$ cat config.mk
export PLATFORM = sky130hd
export DESIGN_NAME = store_buffer
export DESIGN_NICKNAME = d
export VERILOG_FILES = /design/src/rtl/pipeline_pkg.sv /design/src/rtl/sb_fwd_match.sv /design/src/rtl/store_buffer.sv
export SDC_FILE = /design/constraint.sdc
export NUM_CORES = 1
export LEC_CHECK = 0
export ABC_AREA = 0
export BUFFER_PORTS_ARGS = -buffer_cell sky130_fd_sc_hd__buf_2
export CAP_MARGIN = 20
export CORE_UTILIZATION = 45
export CTS_BUF_LIST = sky130_fd_sc_hd__clkbuf_2 sky130_fd_sc_hd__clkbuf_4 sky130_fd_sc_hd__clkbuf_8
export DETAILED_ROUTE_END_ITERATION = 8
export GPL_TIMING_DRIVEN = 0
export PLACE_DENSITY = 0.66
export SKIP_CTS_REPAIR_TIMING = 1
export SLEW_MARGIN = 0
export SYNTH_ARGS = -nofsm -noshare
export SYNTH_HDL_FRONTEND = slang
export SYNTH_SLANG_ARGS = --single-unit
$ cat constraint.sdc
create_clock -name clk -period 13.97 [get_ports clk]
set_clock_uncertainty 0.2 [all_clocks]
set_input_delay 1.397 -clock clk [delete_from_list [all_inputs] [get_ports clk]]
set_output_delay 1.397 -clock clk [all_outputs]
set_load 0.02 [all_outputs]
$ cat src/rtl/pipeline_pkg.sv
`default_nettype none
// ============================================================================
//  Module   : pipeline_pkg
//  Purpose  : Shared data-memory widths, store-buffer depth and entry type.
//  Revision : 1.0  initial release
// ============================================================================
package pipeline_pkg;

    localparam int DMEM_AW  = 8;
    localparam int DMEM_DW  = 64;
    localparam int SB_DEPTH = 4;

    // One buffered store: occupancy flag, word address and write data.
    typedef struct packed {
        logic               valid;
        logic [DMEM_AW-1:0] addr;
        logic [DMEM_DW-1:0] data;
    } sb_entry_t;

endpackage
`default_nettype wire

$ cat src/rtl/sb_fwd_match.sv
`default_nettype none
// ============================================================================
//  Module   : sb_fwd_match
//  Purpose  : Compares a load address against every occupied buffer entry and
//             returns the data of the youngest (closest to tail) match.
//  Revision : 1.0  initial release
// ============================================================================
module sb_fwd_match
    import pipeline_pkg::*;
#(
    parameter int DEPTH = SB_DEPTH
) (
    input  sb_entry_t                  entries_i [DEPTH],
    input  logic [$clog2(DEPTH)-1:0]   head_i,
    input  logic [$clog2(DEPTH):0]     count_i,
    input  logic [DMEM_AW-1:0]         ld_addr_i,
    output logic                       hit_o,
    output logic [DMEM_DW-1:0]         data_o
);

    localparam int PW = $clog2(DEPTH);
    localparam int CW = PW + 1;

    // Walk from oldest to youngest; a later match overrides, so the youngest wins.
    always_comb begin
        hit_o  = 1'b0;
        data_o = '0;
        for (int k = 0; k < DEPTH; k++) begin
            logic [PW-1:0] idx;
            idx = head_i + PW'(k);
            if ((CW'(k) < count_i) && entries_i[idx].valid &&
                (entries_i[idx].addr == ld_addr_i)) begin
                hit_o  = 1'b1;
                data_o = entries_i[idx].data;
            end
        end
    end

endmodule
`default_nettype wire

$ cat src/rtl/store_buffer.sv
`default_nettype none
// ============================================================================
//  Module   : store_buffer
//  Purpose  : In-order store FIFO between MEM stage and the data memory.
//             Retires one store per cycle to the synchronous write port and
//             forwards the youngest matching store to MEM-stage loads.
//  Revision : 1.0  initial release
// ============================================================================
module store_buffer
    import pipeline_pkg::*;
#(
    parameter int DEPTH = SB_DEPTH,
    parameter int AW    = DMEM_AW,   // must equal DMEM_AW (entry type width)
    parameter int DW    = DMEM_DW    // must equal DMEM_DW (entry type width)
) (
    input  logic                     clk,
    input  logic                     rst,
    input  logic                     st_valid,
    input  logic [AW-1:0]            st_addr,
    input  logic [DW-1:0]            st_data,
    output logic                     st_ready,
    input  logic [AW-1:0]            ld_addr,
    output logic [DW-1:0]            ld_data,
    output logic                     ld_fwd,
    input  logic                     drain_hold,
    output logic [AW-1:0]            mem_raddr,
    input  logic [DW-1:0]            mem_dout,
    output logic [AW-1:0]            mem_waddr,
    output logic [DW-1:0]            mem_wdata,
    output logic                     mem_wea,
    output logic [$clog2(DEPTH):0]   count
);

    localparam int PW = $clog2(DEPTH);
    localparam int CW = PW + 1;

    logic [PW-1:0] head_q, head_d;
    logic [PW-1:0] tail_q, tail_d;
    logic [CW-1:0] count_q, count_d;
    sb_entry_t     entries_q [DEPTH];

    logic          w_full;
    logic          w_push;
    logic          w_retire;
    logic          w_hit;
    logic [DW-1:0] w_fwd_data;

    // A full buffer refuses stores even when it is retiring this cycle.
    assign w_full   = (count_q == CW'(DEPTH));
    assign w_push   = st_valid && !w_full;
    assign w_retire = (count_q != '0) && !drain_hold && !rst;

    // Pointer and occupancy next-state; power-of-two depth gives free wrap.
    always_comb begin
        head_d  = w_retire ? head_q + PW'(1) : head_q;
        tail_d  = w_push   ? tail_q + PW'(1) : tail_q;
        count_d = count_q + CW'(w_push) - CW'(w_retire);
    end

    // Entry storage and pointer state; reset clears every entry so outputs never go X.
    always_ff @(posedge clk) begin
        if (rst) begin
            head_q  <= '0;
            tail_q  <= '0;
            count_q <= '0;
            for (int i = 0; i < DEPTH; i++) begin
                entries_q[i] <= '0;
            end
        end else begin
            head_q  <= head_d;
            tail_q  <= tail_d;
            count_q <= count_d;
            // Push and retire never target the same slot: that needs count 0 or full.
            if (w_push) begin
                entries_q[tail_q] <= '{valid: 1'b1, addr: st_addr, data: st_data};
            end
            if (w_retire) begin
                entries_q[head_q].valid <= 1'b0;
            end
        end
    end

    sb_fwd_match #(
        .DEPTH (DEPTH)
    ) u_fwd (
        .entries_i (entries_q),
        .head_i    (head_q),
        .count_i   (count_q),
        .ld_addr_i (ld_addr),
        .hit_o     (w_hit),
        .data_o    (w_fwd_data)
    );

    assign st_ready  = !w_full;
    assign mem_wea   = w_retire;
    assign mem_waddr = entries_q[head_q].addr;
    assign mem_wdata = entries_q[head_q].data;
    assign mem_raddr = ld_addr;
    assign ld_fwd    = w_hit;
    assign ld_data   = w_hit ? w_fwd_data : mem_dout;
    assign count     = count_q;

endmodule
`default_nettype wire
# [Word level (Yosys, flattened, before mapping)]
# Cells that the tools add are included.
[totals] register_bits=299 output_inout_bits=150 input_bits=148 word_cells=89
[op_classes] n_eq_ne=5 muxes=30 n_bitwise=5 n_reduce_logical=17 n_lt_le_gt_ge=11 add_sub_neg=6
[op_table] operator="$mux W292" count=3
[op_table] operator="$mux W73" count=10
[op_table] operator="$bmux W73 S2" count=4
[op_table] operator="$bwmux W292" count=2
[op_table] operator="$mux W64" count=5
[op_table] operator="$demux W73 S2" count=2
[op_table] operator="$eq A8 B8 Y1" count=4
[op_table] operator="$ge A3 B3 Y1 const B" count=5
[op_table] operator="$not A2 Y3" count=5
[op_table] operator="$logic_and A1 B1 Y1" count=13
[op_table] operator="$lt A1 B3 Y1 const A" count=2
[op_table] operator="$lt A2 B3 Y1 const A" count=2
[op_table] operator="$lt A3 B1 Y1 const B" count=2
[op_table] operator="$add A2 B1 Y2 const B" count=2
[op_table] operator="$add A2 B2 Y2 const B" count=2
[op_table] operator="$mux W1" count=4
[op_table] operator="$add A3 B1 Y3" count=1
[op_table] operator="$eq A3 B3 Y1 const B" count=1
[op_table] operator="$logic_not A1 Y1" count=3
[op_table] operator="$reduce_bool A3 Y1" count=1
[op_table] operator="$sub A3 B1 Y3" count=1

# [Depth between registers and ports, before layout]
[depth] depth_word=11 mapped_depth=20 mapped_depth_nobuf=10

# [Cells and area by module]
# From an unflattened synthesis, not the netlist that was laid out.
[hier_totals] hier_cells=2606 area_unflattened_um2=23050.9
[modules_own_cells] mod="store_buffer" seq_area_each_um2=5985.7 area_each_um2=14412.6 instances=1 cells_per_inst=1244
[modules_own_cells] mod="sb_fwd_match" seq_area_each_um2=0.0 area_each_um2=8638.3 instances=1 cells_per_inst=1362

# [Worst setup path after synthesis]
# Ideal clock, no wire load.
[synth_timing] path_kind="register -> output" from="reg head_q[0]" to="out ld_data[18]" required_time_ns=12.373 setup_slack_ns=7.731 path_stages_with_launch=21 arrival_ns=4.642 path_buffers=11 path_cell_list="dfxtp_1 -> buf_4 -> buf_6 -> buf_6 -> buf_2 -> buf_2 -> buf_2 -> buf_2 -> inv_1 -> ha_1 -> clkbuf_1 -> mux4_2 -> xnor2_1 -> nand4_1 -> or4_1 -> clkbuf_1 -> nand4_1 -> buf_6 -> buf_6 -> nor2_1 -> a31oi_1"
[synth_between] elab_chain_len=11 word_cells_on_any_way=40 cone_classes="3 x add/sub; 4 x eq/ne; 21 x mux; 4 x bitwise; 8 x reduce/logical"
[synth_rtl] element="start, declared" line_no="store_buffer.sv:37" rtl="logic [PW-1:0] head_q, head_d;"
[synth_rtl] element="start signal, assigned" line_no="store_buffer.sv:63" rtl="head_q <= '0;"
[synth_rtl] element="start signal, assigned" line_no="store_buffer.sv:70" rtl="head_q <= head_d;"
[synth_rtl] element="$add A2 B1 Y2 or $not A2 Y3 (tied branches)"
[synth_rtl] element="$not A2 Y3 (implied by the code) or $bmux W73 S2 (tied branches)" line_no="sb_fwd_match.sv:31, sb_fwd_match.sv:32, sb_fwd_match.sv:34"
[synth_rtl] element="$bmux W73 S2 or $mux W73 (tied branches)" line_no="sb_fwd_match.sv:31, sb_fwd_match.sv:32, sb_fwd_match.sv:34"
[synth_rtl] element="$mux W73 (implied by the code)" line_no="sb_fwd_match.sv:34" rtl="data_o = entries_i[idx].data;"
[synth_rtl] element="$mux W73 (implied by the code), or another cell as far along" line_no="sb_fwd_match.sv:32" rtl="(entries_i[idx].addr == ld_addr_i)) begin"
[synth_rtl] element="$eq A8 B8 Y1 or $logic_and A1 B1 Y1 (tied branches)" line_no="sb_fwd_match.sv:32, sb_fwd_match.sv:31"
[synth_rtl] element="$logic_and A1 B1 Y1, or another cell as far along" line_no="sb_fwd_match.sv:31" rtl="if ((CW'(k) < count_i) && entries_i[idx].valid &&"
[synth_rtl] element="$mux W64 or $mux W1 (tied branches) (3 in a row)" line_no="sb_fwd_match.sv:31"
[synth_rtl] element="$mux W64 *" line_no="store_buffer.sv:100" rtl="assign ld_data = w_hit ? w_fwd_data : mem_dout;"
[synth_rtl] element="end, declared" line_no="store_buffer.sv:23" rtl="output logic [DW-1:0] ld_data,"
# Mark *: on every way between the ends. The rest lies on a longest branch, timed or not. The select of a mux whose other input is x is not followed.

# [Final worst setup path]
[layout_timing] from="reg head_q[0]" to="out ld_data[61]"
# The elaborated chain is that of the path after synthesis.

==> results_dict.tcl <==
set metrics [dict create \
    status "completed" \
    syn_inst 2764 \
    grt_max_degree 14 \
    ctsRootBufferMaster "clkbuf_8" \
    h-tree-depth 2 \
    tightest_slew_ns 1.290 \
    post-route-cell-area_um2 23210 \
    cellInternalPower_uw 2119 \
    synth-seq-cells 299 \
    hold_ws_ns 0.2664 \
    clk_pin_slew_ns 0.06 \
    grt-ovfl-total 0 \
    portBuffers 295 \
    grt_pass1_wl_mm 131.8 \
    yosysSeqAreaShare_pct 30.49 \
    crit_chain "buf_4, buf_6, buf_6, buf_2, buf_2, buf_2, buf_2, inv_1, ha_1, clkbuf_1, clkbuf_1, clkbuf_1, clkbuf_1, clkbuf_1, nand2_1, o21ai_0, nand2_1, a31oi_1, buf_2" \
    synthDistinctLibCells 36 \
    setup.reg_to_reg.worst_slack_ns 7.86 \
    path_max_fanout 10 \
    wl_per_cell_um 24.38 \
    sequentialPowerShare_pct 25.5 \
    syn_area_per_cell_um2 7.103 \
    clock_path_buffers 3 \
    die_w_um 210.9 \
    async_flop_share_pct 0 \
    antenna_found_initial 0 \
    dieArea_um2 44470 \
    p_leak_uw 0.008486 \
    start_kind "flip-flop" \
    crit_required_ns 12.37 \
    initial_core_util_pct 45.58 \
    worst_slack_ns 4.506 \
    final_cell_mix "809 x nand2_1, 418 x a21oi_1, 330 x buf_2" \
    layout_commonest_cell "nand2_1" \
    pwr-share-clk_pct 26.1 \
    gp_congestion 0.9762 \
    track_usage_pct 39.78 \
    max_slew_margin_pct 14.02 \
    crit_type "flip-flop to output pin" \
    ir_drop_mv 0.1140 \
    grt_pass1_vias 21571 \
    hold-path-cell-count 2 \
    finalCritPeriodShare_pct 67.75 \
    switchingPower_uw 1767 \
    drt_iter0_drc 2702 \
    clkLatencyLatePin_ns 0.63 \
    fin_setup_tns_ns 0 \
    pre_cts_ws_ns 5.534 \
    core_region_area_um2 43080 \
    io_pins 298 \
    routed_via_density 6.144 \
    critPathMaxStageDelay_ns 0.77 \
    firstDrtPassIters 6 \
    timing.fmax_mhz 105.7 \
    max-cap-violations 0 \
    diodes 0 \
    clock_sinks 299 \
    wirelength_mm 91.31 \
    switching_share_pct 45.46 \
    num_vias 23011 \
    pwr-share-comb_pct 48.4 \
    remaining_drc_errors 0 \
    cts_tree "yes" \
    hpwl_mm 65.65 \
    min_period_ns 9.464 \
    synth_warnings 0 \
    final_hold_viol_count 0 \
    worstPathArrival_ns 7.87 \
    cpMaxStageDelayCell "clkbuf_1" \
    cp-end-kind "output pin" \
    rows 76 \
    rr_startpoint "head_q[0]$_SDFFE_PP0N_" \
    synth-edff-count 0 \
    ys.flop_type "dfxtp_1" \
    hold_path_class "flip-flop to flip-flop" \
    cts_buffers 55 \
    drv_slew 0 \
    p_per_area_nw_per_um2 167.4 \
    synth_nets 2925 \
    rsz0062_at_grt "no" \
    syn_area_um2 19630 \
    finalSetupViolations 0 \
    postPlaceCellArea_um2 21880 \
    r2r_end "head_q[1]$_SDFFE_PP0N_" \
    area_growth_pct 18.22 \
    fin_nets 3282 \
    drive_above_1_share_pct 19.49 \
    antenna_left 0 \
    r2r_cells 15 \
    die_h_um 210.9 \
    power_uw 3886 \
]
metrics by stage:
step	util, %	instances
finish	53.88	3745
detailed placement	50.80	3647
global route	53.88	3745
global placement	50.70	3644
floorplan	-	2764
CTS	53.81	3743
synthesized netlist by cell type, types with 2 or more instances:
library cell / n / area share [%]
buf_2: 35 / 0.89
mux2i_1: 132 / 6.7
and3_1: 5 / 0.16
or4_1: 2 / 0.076
buf_4: 11 / 0.42
o21ai_1: 23 / 0.59
o21ai_0: 237 / 6.0
nand3_1: 6 / 0.15
o221ai_1: 30 / 1.3
a21oi_1: 418 / 11
buf_6: 11 / 0.63
nand4_1: 5 / 0.16
clkbuf_1: 180 / 3.4
mux2_2: 128 / 7.3
xnor2_1: 24 / 1.1
a31oi_1: 64 / 2.0
dfxtp_1: 299 / 30
mux4_2: 33 / 3.8
buf_1: 23 / 0.44
a211oi_1: 5 / 0.19
nor3_1: 3 / 0.076
xor2_1: 13 / 0.58
nand2_1: 809 / 15
nor2_1: 169 / 3.2
nor2b_1: 3 / 0.096
nor4_1: 2 / 0.064
ha_1: 12 / 0.76
nor3b_1: 65 / 2.5
inv_1: 10 / 0.19
power by group through the flow:
stage	Combinational [µW]	Clock (µW)	Sequential, µW
finish	1880	1020	991
CTS	1790	1010	988
floorplan	1130	0	989
global placement	1760	0	1000
detailed placement	1790	0	1010
global route	1940	1050	1000
cell type report:
cell class / count / area, µm²
multi-input cells: 2195 / 12470
fillers: 4248 / 19870
inverters: 10 / 37.54
well taps: 585 / 732.0
repair buffers: 300 / 1540
plain buffers: 260 / 1144
flip-flops and latches: 299 / 5986
clock buffers: 76 / 996.0
clock inverters: 20 / 302.8
cell families after synthesis:
group,count (synthesis),share of synthesized area [%]
simple gates,1072,22.14
xor+xnor,37,1.651
buf+inv,270,6.016
fa+ha+maj,13,0.8667
flops,299,30.49
mux,293,17.86
compound gates,780,20.98
layer usage:
layer,vias up,global-route usage (%),part of all wire [%]
met5,-,0,0
met4,0,24.89,6.4
met3,360,8.311,12
met2,1601,61.00,43
met1,10836,51.02,39
li1,10214,-,-
worst max path at each step:
stage                                 from           to  depth (start not counted)
CTS                 head_q[0]$_SDFFE_PP0N_  ld_data[61]                         19
finish              head_q[0]$_SDFFE_PP0N_  ld_data[61]                         19
global route        head_q[0]$_SDFFE_PP0N_  ld_data[41]                         19
detailed placement  head_q[0]$_SDFFE_PP0N_  ld_data[61]                         19
floorplan           head_q[0]$_SDFFE_PP0N_  ld_data[18]                         20
global placement    head_q[0]$_SDFFE_PP0N_  ld_data[46]                         19
worst max-delay path: cells and delay by family (launching register included):
family,cells,cell delay (ns)
compound gates,2,0.38
flops,1,0.36
buf+inv,14,5.76
simple gates,2,0.24
fa+ha+maj,1,0.46
Power figures use the tool's default switching activity.
